### config.mk
export PLATFORM = sky130hd
export DESIGN_NAME = cmp_serial_msb
export DESIGN_NICKNAME = d
export VERILOG_FILES = /design/src/rtl/cmp_serial_msb_pkg.sv /design/src/rtl/cmp_msb_step.sv /design/src/rtl/cmp_serial_msb.sv
export SDC_FILE = /design/constraint.sdc
export NUM_CORES = 1
export LEC_CHECK = 0
export BUFFER_PORTS_ARGS = -buffer_cell sky130_fd_sc_hd__buf_4
export CELL_PAD_IN_SITES_DETAIL_PLACEMENT = 1
export CELL_PAD_IN_SITES_GLOBAL_PLACEMENT = 2
export CORE_MARGIN = 2
export CORE_UTILIZATION = 29
export DETAILED_ROUTE_END_ITERATION = 12
export PLACE_DENSITY_LB_ADDON = 0.1
export SLEW_MARGIN = 20
export SYNTH_ARGS = -nofsm -noshare
export SYNTH_HDL_FRONTEND = slang
export SYNTH_SLANG_ARGS = --single-unit
### constraint.sdc
create_clock -name clk -period 1.5 [get_ports clk]
set_input_delay 0.225 -clock clk [delete_from_list [all_inputs] [get_ports clk]]
set_output_delay 0.225 -clock clk [all_outputs]
set_load 0.005 [all_outputs]
### src/rtl/cmp_serial_msb_pkg.sv
// Shared definitions for the bit-serial MSB-first comparator: FSM states,
// one-hot result codes and the per-bit result helper.
package cmp_serial_msb_pkg;

  typedef enum logic [1:0] {
    ST_IDLE = 2'd0,
    ST_SCAN = 2'd1,
    ST_DONE = 2'd2
  } state_t;

  // Result codes are ordered {Go, Eo, Lo}.
  localparam logic [2:0] RES_G    = 3'b100;
  localparam logic [2:0] RES_E    = 3'b010;
  localparam logic [2:0] RES_L    = 3'b001;
  localparam logic [2:0] RES_NONE = 3'b000;

  function automatic logic [2:0] bit_res(input logic a, input logic b);
    if (a && !b)      return RES_G;
    else if (!a && b) return RES_L;
    else              return RES_E;
  endfunction

endpackage

### src/rtl/cmp_msb_step.sv
// One-bit MSB-first decision cell: decides when the bit pair differs or when
// it is the last bit, and reports the one-hot outcome for that bit pair.
module cmp_msb_step
  import cmp_serial_msb_pkg::*;
(
  input  logic       a,
  input  logic       b,
  input  logic       last,
  output logic       dec,
  output logic [2:0] res
);

  assign dec = (a ^ b) | last;
  assign res = bit_res(a, b);

endmodule

### src/rtl/cmp_serial_msb.sv
// Bit-serial unsigned magnitude comparator, one bit pair per clock from the
// MSB, with early exit on the first differing bit.
//
//   state   | meaning
//   --------+-------------------------------------------------------
//   ST_IDLE | in_ready=1, waiting for operands
//   ST_SCAN | comparing shift-register MSBs, one bit per cycle
//   ST_DONE | out_valid=1, result held until out_ready
module cmp_serial_msb
  import cmp_serial_msb_pkg::*;
#(
  parameter int N = 8
) (
  input  logic         clk,
  input  logic         rst,
  input  logic         in_valid,
  output logic         in_ready,
  input  logic [N-1:0] A,
  input  logic [N-1:0] B,
  output logic         out_valid,
  input  logic         out_ready,
  output logic         Go,
  output logic         Eo,
  output logic         Lo
);

  localparam int CW = $clog2(N + 1);

  state_t        state, state_nx;
  logic [N-1:0]  a_sh, b_sh;
  logic [CW-1:0] cnt;
  logic [2:0]    res_q;

  logic          step_dec;
  logic [2:0]    step_res;
  logic          cap, shift, set_res, clr_res;

  cmp_msb_step u_step (
    .a    (a_sh[N-1]),
    .b    (b_sh[N-1]),
    .last (cnt == CW'(1)),
    .dec  (step_dec),
    .res  (step_res)
  );

  always_comb begin
    state_nx = state;
    cap      = 1'b0;
    shift    = 1'b0;
    set_res  = 1'b0;
    clr_res  = 1'b0;
    case (state)
      ST_IDLE: begin
        if (in_valid) begin
          cap      = 1'b1;
          state_nx = ST_SCAN;
        end
      end
      ST_SCAN: begin
        if (step_dec) begin
          set_res  = 1'b1;
          state_nx = ST_DONE;
        end else begin
          shift = 1'b1;
        end
      end
      ST_DONE: begin
        if (out_ready) begin
          clr_res  = 1'b1;
          state_nx = ST_IDLE;
        end
      end
      default: state_nx = ST_IDLE;
    endcase
  end

  always_ff @(posedge clk) begin
    if (rst) begin
      state <= ST_IDLE;
      a_sh  <= '0;
      b_sh  <= '0;
      cnt   <= '0;
      res_q <= RES_NONE;
    end else begin
      state <= state_nx;
      if (cap) begin
        a_sh <= A;
        b_sh <= B;
        cnt  <= CW'(N);
      end else if (shift) begin
        a_sh <= a_sh << 1;
        b_sh <= b_sh << 1;
        cnt  <= cnt - CW'(1);
      end
      if (set_res)      res_q <= step_res;
      else if (clr_res) res_q <= RES_NONE;
    end
  end

  // Handshake outputs come straight from the state register.
  assign in_ready     = (state == ST_IDLE);
  assign out_valid    = (state == ST_DONE);
  assign {Go, Eo, Lo} = res_q;

endmodule

==> flow_summary.json, run 1 <==
{
  "pre_cts_ws_ns": -0.299,
  "p_leak_nw": 0.825,
  "pwr-share-clk_pct": 18.3,
  "dpl-instance-area_sq_um": 1610,
  "drt-initial-drc-count": 47,
  "yosys.cell_types.count": 31,
  "ios": 25,
  "p_switching_uw": 787,
  "end_kind": "register",
  "start_kind": "register",
  "power_frac_seq_pct": 37.4,
  "wirelength_mm": 3.94,
  "placed_cells": 224,
  "status": "finished with violations",
  "htreeDepth": 1,
  "rsz0062_at_grt": "yes",
  "multi_input_area_sq_um": 890,
  "power_density_nw_per_um2": 1140,
  "grt_pass1_wl_mm": 6.48,
  "yosys.area.top_type": "dfxtp_1",
  "seq_area_frac_synth_pct": 39.3,
  "initial_core_util_pct": 29.7,
  "async_reset_ff_share_pct": 0,
  "diodes": 0,
  "synthesis.nets": 165,
  "slew_violations": 0,
  "cap_viol_max_count": 0,
  "path_class": "reg2reg",
  "routed_via_density": 5.06,
  "gr-total-overflow": 0,
  "firstDrtPassIters": 4,
  "layout.cells.non_filler": 245,
  "areaGrowthSynthToFinish_pct": 57.3,
  "io_buffers": 24,
  "final_nets": 218,
  "synthFlopType": "dfxtp_1",
  "vias": 1240,
  "worstPathArrival_ns": 1.91,
  "switching_share_pct": 34.4,
  "fin_crit_sh_pct": 115,
  "dieArea_sq_um": 4940,
  "synth_cells": 141,
  "antenna_found_initial": 0,
  "nFillCells": 505,
  "violations": "negative setup slack",
  "dieWidth_um": 70.3,
  "hold_buffers": 0,
  "dp_hpwl_mm": 2.43,
  "drcViolationCount": 0,
  "drtAntennaViolNets": 0,
  "fin_crit_ns": 1.72,
  "maxSlewHeadroom_pct": 71.9,
  "synth_top_area_share_pct": 39.3,
  "ys_ff_latch": 25,
  "mostFrequentLayoutCells": "48 x buf_4, 29 x nor2_1, 22 x dfxtp_1",
  "worstPathRequired_ns": 1.69,
  "internal-power_mw": 1.50,
  "clkTransAtPathRegs_ns": 0.09,
  "grt_max_degree": 25,
  "peakVddDrop_mv": 0.415,
  "cts_tree": "yes",
  "root_buffer": "clkbuf_8",
  "design_area_sq_um": 2000,
  "worst_pin_slew_ns": 0.422,
  "seqCellArea_sq_um": 504,
  "setup_ws_ns": -0.222,
  "syn_area_per_cell_sq_um": 9.03,
  "coreArea_sq_um": 4290,
  "ys_warn_count": 0,
  "netlist_area_sq_um": 1270,
  "cp_max_fo": 6,
  "track_usage_pct": 16.4,
  "clock_latency_ns": 0.28,
  "whs_ns": 0.189,
  "hold_class": "in2reg",
  "drive_gt1_share_pct": 49.7,
  "final_common_cell": "buf_4",
  "die_h_um": 70.3,
  "skew_ns": 0.00574,
  "post_drt_wl_per_cell_um": 16.1,
  "numCtsBuffers": 3,
  "grt_pass1_vias": 1334,
  "synth_edf_count": 0,
  "setup_viol": 19,
  "finalHoldViolCount": 0,
  "clockBufferDepth": 2,
  "fmax_mhz": 581,
  "place_congestion": 0.706,
  "core.rowCount": 24,
  "share_comb_of_total_power_pct": 44.3,
  "synthTopCellsByArea": "dfxtp_1 39%, a2111oi_2 11%, nor2_1 8.5%, nor3_1 5.5%, a2111oi_0 4.1%",
  "clock-sinks": 25
}
==> worst paths after layout <==
path / start / endpoint / slack (ns) / depth (start not counted)
worst max-delay path: b_sh[7] / cnt[0] / -0.22 / 6
worst min-delay path: B[0] / b_sh[0] / 0.19 / 3
worst max register to register: b_sh[7] / cnt[0] / -0.22 / 6
worst min register to register: res_q[0] / res_q[0] / 0.49 / 2
==> logic make-up (layout without fill, tap and decap cells) <==
group	Yosys count	in the layout	synth area share, %
buffers and inverters	15	66	6.19
adder cells (fa/ha/maj)	4	4	3.93
multiplexers	3	3	2.36
flip-flops	25	25	39.3
AO/OA/AOI/OAI	27	27	20.7
AND/OR/NAND/NOR	67	68	27.5
==> timing repair <==
| action | 4_1_cts | 5_1_grt |
|---|---|---|
| setup buffers | 7 | 8 |
| endpoints found under the hold margin | 0 | 0 |
| pin swaps | 8 | 5 |
| gates cloned | 2 | 0 |
| endpoints found under the setup margin | 20 | 23 |
| resized for setup | 22 | 21 |
==> area by class of cell <==
class	count	share of cell area, %
inverter	5	0.937
timing repair buffer	57	23.9
clock buffer	3	2.06
clock inverter	1	0.250
sequential	25	25.2
multi-input combinational	102	44.4
tap	52	3.25
==> through the flow <==
| stage | total power [mW] | utilization (%) | setup TNS [ns] |
|---|---|---|---|
| floorplan | 1.29 | - | 0 |
| global placement | 1.53 | 37.4 | -1.47 |
| detailed placement | 1.56 | 37.4 | -2.78 |
| CTS | 2.11 | 42.3 | -2.34 |
| global route | 2.43 | 46.6 | -4.19 |
| finish | 2.29 | 46.6 | -2.40 |
==> synth_stat cells, types with 3 or more instances <==
cell,n
ha_1,4
clkbuf_1,3
nor2_1,29
nor3b_1,3
inv_1,5
dfxtp_1,25
a21oi_1,4
buf_2,3
mux2i_1,3
a2111oi_2,9
nand2_1,4
nor3_1,14
or3_1,3
nand3_1,3
a2111oi_0,6
buf_4,3
==> layer usage <==
layer	share of wire [%]	vias to the layer above	wire length (um)	track usage, %
met5	0	-	0	0
met4	1.3	0	50	3.63
met3	2.0	5	80	2.31
met2	54	14	2110	30.7
met1	43	605	1700	19.6
li1	-	616	-	-
==> registers in the layout, summed over array words and instances (netlist names) <==
signal / flops
cnt: 4
b_sh: 8
state: 2
res_q: 3
a_sh: 8
==> critical path: stages (launching register included) <==
cell	delay [ns]
dfxtp_2	0.35
inv_2	0.05
ha_4	0.26
nand3b_1	0.21
buf_4	0.22
or3_4	0.33
a211oi_2	0.21
==> power groups by stage <==
stage	clock [mW]	combinational, mW	sequential (mW)
floorplan	0	0.450	0.844
global placement	0	0.681	0.849
detailed placement	0	0.703	0.853
CTS	0.424	0.839	0.849
global route	0.457	1.10	0.871
finish	0.418	1.01	0.855
Power figures use the tool's default switching activity.
==> run 2, diff against run 1 <==
--- a/config.mk
+++ b/config.mk
@@ -9,7 +9,7 @@
 export CELL_PAD_IN_SITES_DETAIL_PLACEMENT = 1
 export CELL_PAD_IN_SITES_GLOBAL_PLACEMENT = 2
 export CORE_MARGIN = 2
-export CORE_UTILIZATION = 29
+export CORE_UTILIZATION = 32
 export DETAILED_ROUTE_END_ITERATION = 12
 export PLACE_DENSITY_LB_ADDON = 0.1
 export SLEW_MARGIN = 20
==> constraint.sdc (replaced) <==
create_clock -name clk -period 1.8 [get_ports clk]
set_input_delay 0.27 -clock clk [delete_from_list [all_inputs] [get_ports clk]]
set_output_delay 0.27 -clock clk [all_outputs]
set_load 0.005 [all_outputs]
==> run 2 against run 1 <==
  * Cell area down 17%
  * The flow now finishes without violations
  * Critical path type unchanged
  * Final cell count down 12%
  * Combinational power down 40%
  * Worst hold slack better by 0.042 ns
  * Sequential cell count unchanged
  * Core utilization down 2.1 points
  * Sequential power down 16%
  * Critical path depth unchanged
  * Largest cell class unchanged
==> flow_summary.json, run 2 (synthesis results as in run 1) <==
{
  "crit_chain": "inv_1, ha_4, nand3b_1, nand2b_4, buf_12, a2111oi_2",
  "mostFrequentLayoutCells": "29 x nor2_1, 27 x buf_4, 24 x dfxtp_1",
  "rsz0062_at_grt": "yes",
  "clkTransAtPathRegs_ns": 0.09,
  "fin_crit_ns": 1.77,
  "wirelength_mm": 3.39,
  "dieArea_sq_um": 4500,
  "clockBufferDepth": 2,
  "post_drt_wl_per_cell_um": 15.7,
  "dp_hpwl_mm": 2.14,
  "cts_tree": "yes",
  "fmax_mhz": 564,
  "coreArea_sq_um": 3740,
  "initial_core_util_pct": 34.0,
  "areaGrowthSynthToFinish_pct": 30.9,
  "maxSlewHeadroom_pct": 71.2,
  "final_common_cell": "nor2_1",
  "skew_ns": 0.00363,
  "end_kind": "register",
  "vias": 1157,
  "worst_pin_slew_ns": 0.432,
  "routed_via_density": 5.36,
  "hold_class": "in2reg",
  "track_usage_pct": 15.9,
  "path_class": "reg2reg",
  "fin_crit_sh_pct": 98.5,
  "cap_viol_max_count": 0,
  "io_buffers": 24,
  "setup_viol": 0,
  "drcViolationCount": 0,
  "place_congestion": 0.756,
  "dieWidth_um": 67.1,
  "clock_latency_ns": 0.27,
  "cp_max_fo": 7,
  "setup_tns_ns": 0,
  "slowest_stage": "dfxtp_2",
  "drtAntennaViolNets": 0,
  "numCtsBuffers": 3,
  "status": "finished, final reports clean",
  "drive_gt1_share_pct": 31.5,
  "antenna_found_initial": 0,
  "final_nets": 193,
  "htreeDepth": 1,
  "power_density_nw_per_um2": 1000,
  "die_h_um": 67.1,
  "worstPathRequired_ns": 1.97,
  "firstDrtPassIters": 4,
  "final_util_pct": 44.6,
  "finalHoldViolCount": 0,
  "gr-total-overflow": 0,
  "hold_buffers": 0,
  "largestRegisters": "a_sh (8), b_sh (8), cnt (4)",
  "slowest_delay_ns": 0.34,
  "peakVddDrop_mv": 0.372,
  "grt_pass1_wl_mm": 5.35,
  "slew_violations": 0,
  "drt-initial-drc-count": 62,
  "diodes": 0,
  "root_buffer": "clkbuf_8",
  "clock-sinks": 25,
  "grt_max_degree": 25,
  "core.rowCount": 22,
  "ios": 25,
  "start_kind": "register",
  "grt_pass1_vias": 1155,
  "p_leak_nw": 0.663,
  "worstPathArrival_ns": 1.95
}
-- run 2: changes by cell type in the layout (fill, tap and decap cells not counted), moves of 3 or more --
| cell | change |
|---|---|
| nor3_2 | -3 |
| a2111oi_1 | +4 |
| buf_6 | -4 |
| buf_4 | -21 |
| nor3_1 | +3 |
-- run 2: area by class of cell --
type | count | area [sq um]
tap | 48 | 60.1
multi-input combinational | 102 | 779
clock buffer | 3 | 41.3
sequential | 25 | 502
clock inverter | 1 | 5.00
timing repair buffer | 32 | 262
fill | 452 | 2080
inverter | 5 | 18.8
-- run 2: power breakdown --
group	total, mW	internal [mW]	switching (mW)
sequential	0.714	0.645	0.0688
clock	0.349	0.155	0.194
combinational	0.607	0.294	0.313
-- run 2: worst paths after layout --
kind / from / endpoint / slack (ns) / cells after the start
setup / recovery: b_sh[7] / a_sh[2] / 0.03 / 6
hold reg to reg: res_q[2] / res_q[2] / 0.48 / 2
hold / removal: A[0] / a_sh[0] / 0.23 / 3
setup reg to reg: b_sh[7] / a_sh[2] / 0.03 / 6
-- run 2: critical path, delay by kind of cell, from the launching register on --
kind                     cells  cell delay [ns]
AO/OA/AOI/OAI                1             0.29
flip-flops                   1             0.34
AND/OR/NAND/NOR              2             0.56
adder cells (fa/ha/maj)      1             0.27
buffers and inverters        2             0.22
-- run 2: metrics by stage --
| stage | worst slack [ns] | hold slack, ns | power (mW) | instance area [sq um] | instances |
|---|---|---|---|---|---|
| after detailed placement | 0.0763 | 0.475 | 1.21 | 1490 | 207 |
| after floorplan | 0.230 | 0.360 | 1.07 | 1270 | 141 |
| final | 0.0266 | 0.231 | 1.67 | 1670 | 216 |
| after global routing | -0.0346 | 0.263 | 1.78 | 1670 | 216 |
| after CTS | 0.0472 | 0.229 | 1.56 | 1540 | 211 |
| after global placement | 0.155 | 0.461 | 1.19 | 1490 | 207 |
-- run 2: what timing repair did --
item	CTS	global route
resized for setup	0	17
setup buffers	0	3
endpoints found under the setup margin	0	11
-- run 2: metal layers --
| metal | share of wire (%) | global-route usage (%) |
|---|---|---|
| met5 | 0 | 0 |
| met4 | 0.89 | 5.36 |
| met3 | 2.5 | 2.87 |
| met2 | 51 | 28.8 |
| met1 | 46 | 18.5 |
==> run 3, diff against run 2 <==
--- a/config.mk
+++ b/config.mk
@@ -8,8 +8,9 @@
 export BUFFER_PORTS_ARGS = -buffer_cell sky130_fd_sc_hd__buf_4
 export CELL_PAD_IN_SITES_DETAIL_PLACEMENT = 1
 export CELL_PAD_IN_SITES_GLOBAL_PLACEMENT = 2
-export CORE_MARGIN = 2
-export CORE_UTILIZATION = 32
+export CORE_MARGIN = 4
+export CORE_UTILIZATION = 29
+export CTS_CLUSTER_DIAMETER = 40
 export DETAILED_ROUTE_END_ITERATION = 12
 export PLACE_DENSITY_LB_ADDON = 0.1
 export SLEW_MARGIN = 20
==> constraint.sdc (replaced) <==
create_clock -name clk -period 1.5 [get_ports clk]
set_input_delay 0.225 -clock clk [delete_from_list [all_inputs] [get_ports clk]]
set_output_delay 0.225 -clock clk [all_outputs]
set_load 0.005 [all_outputs]
==> run 3 against run 2 <==
  * The run now ends with negative setup slack left
  * Routed wire length up 13%
  * Die area is 23% higher
  * Sequential cell count did not move
  * Worst hold slack lost 0.029 ns
  * Clock-buffer cell count rose by 1
  * Non-clock buffer count up 18
  * Sequential power up 21%
  * Via count increased by 6.5%
  * Worst setup slack worse by 0.16 ns
  * Clock power is 15% higher
  * Critical path depth unchanged
  * Core utilization is 4.9 points higher
  * Critical path type unchanged
  * Highest routed layer unchanged
==> flow_summary.json, run 3 (synthesis results as in run 1) <==
{
  "root_buffer": "clkbuf_8",
  "vias": 1232,
  "slew_violations": 0,
  "mostFrequentLayoutCells": "41 x buf_4, 29 x nor2_1, 21 x dfxtp_1",
  "diodes": 0,
  "areaGrowthSynthToFinish_pct": 59.9,
  "clkTransAtPathRegs_ns": 0.09,
  "setup_ws_ns": -0.138,
  "drtAntennaViolNets": 0,
  "setup_viol": 18,
  "start_kind": "register",
  "core.rowCount": 23,
  "power_mw": 2.32,
  "whs_ns": 0.202,
  "io_buffers": 24,
  "dieWidth_um": 74.3,
  "gr-total-overflow": 0,
  "ios": 25,
  "grt_pass1_vias": 1206,
  "final_common_cell": "buf_4",
  "antenna_found_initial": 0,
  "clock-sinks": 25,
  "rsz0062_at_grt": "yes",
  "place_congestion": 0.688,
  "slowest_delay_ns": 0.40,
  "drt-initial-drc-count": 27,
  "worstPathArrival_ns": 1.83,
  "htreeDepth": 1,
  "clock_latency_ns": 0.27,
  "die_h_um": 74.3,
  "p_leak_nw": 0.811,
  "finalHoldViolCount": 0,
  "slowest_stage": "or4_4",
  "routed_via_density": 5.22,
  "nFillCells": 456,
  "seqCellArea_sq_um": 505,
  "cp_top_family": "simple AND/OR/NAND/NOR gates",
  "post_drt_wl_per_cell_um": 16.3,
  "path_class": "reg2reg",
  "dieArea_sq_um": 5520,
  "drcViolationCount": 0,
  "final_nets": 211,
  "coreArea_sq_um": 4120,
  "worst_pin_slew_ns": 0.426,
  "firstDrtPassIters": 4,
  "grt_pass1_wl_mm": 5.70,
  "numCtsBuffers": 3,
  "final_util_pct": 49.5,
  "end_kind": "register",
  "cp_max_fo": 5,
  "grt_max_degree": 25,
  "peakVddDrop_mv": 0.558,
  "worstPathRequired_ns": 1.70,
  "setup_tns_ns": -1.60,
  "cts_tree": "yes",
  "cap_viol_max_count": 0,
  "drive_gt1_share_pct": 51.6,
  "wirelength_mm": 3.84,
  "critical_path_buf_inv_count": 2,
  "skew_ns": 0.00356,
  "status": "finished with violations",
  "hold_class": "in2reg",
  "maxSlewHeadroom_pct": 71.6,
  "largestRegisters": "a_sh (8), b_sh (8), cnt (4)",
  "pre_cts_ws_ns": -0.215,
  "dp_hpwl_mm": 2.27,
  "violations": "negative setup slack",
  "crit_chain": "inv_2, ha_4, nand3b_1, buf_6, or4_4, a31oi_1",
  "multi_input_area_sq_um": 938,
  "fin_crit_ns": 1.64,
  "clockBufferDepth": 2,
  "fmax_mhz": 611,
  "fin_crit_sh_pct": 109,
  "power_density_nw_per_um2": 1140,
  "hold_buffers": 0,
  "initial_core_util_pct": 31.0,
  "track_usage_pct": 13.3
}
## run 3: cell types whose count changed in the layout (fill, tap and decap cells not counted), moves of 4 or more
cell       change
nor3_1         -8
buf_12         +4
a2111oi_2      +4
nor3_2         +5
a2111oi_1      -6
buf_4         +14
## run 3: cell type report
type	instances	share of cell area, %
Clock buffer	4	2.21
Timing Repair Buffer	50	22.9
Sequential cell	25	24.8
Multi-Input combinational cell	102	46.1
Inverter	5	0.921
Tap cell	50	3.07
## run 3: worst register-to-register path: stages (launching register included)
cell and delay [ns]:
dfxtp_2 0.35, inv_2 0.05, ha_4 0.25, nand3b_1 0.16, buf_6 0.18, or4_4 0.40, a31oi_1 0.17
## run 3: worst paths after layout
kind	from	endpoint	slack (ns)	cells after the start
max	b_sh[7]	cnt[3]	-0.14	6
min	A[0]	a_sh[0]	0.20	3
max reg2reg	b_sh[7]	cnt[3]	-0.14	6
min reg2reg	res_q[0]	res_q[0]	0.48	2
## run 3: where the power goes
group / leakage, nW / internal [mW] / switching (mW) / total [mW]
Combinational: 0.581 / 0.555 / 0.496 / 1.05
Sequential: 0.207 / 0.777 / 0.0876 / 0.864
Clock: 0.0228 / 0.190 / 0.213 / 0.403
## run 3: metal layers
| layer | part of all wire [%] | wire length [um] | GRT usage (%) | vias to the layer above |
|---|---|---|---|---|
| met5 | 0 | 0 | 0 | - |
| met4 | 1.8 | 69 | 3.56 | 0 |
| met3 | 2.5 | 98 | 2.57 | 7 |
| met2 | 52 | 1980 | 22.0 | 18 |
| met1 | 44 | 1690 | 17.7 | 602 |
| li1 | - | - | - | 605 |
## run 3: timing repair
| action | CTS | global route |
|---|---|---|
| resized for setup | 21 | 28 |
| setup buffers | 4 | 8 |
| gates cloned | 1 | 1 |
| pin swaps | 9 | 10 |
| endpoints found under the setup margin | 20 | 21 |
## run 3: through the flow
stage                     instances  instance area (sq um)
final                           236                   2040
after global routing            236                   2040
after CTS                       227                   1770
after detailed placement        218                   1600
after global placement          218                   1600
after floorplan                 141                   1280
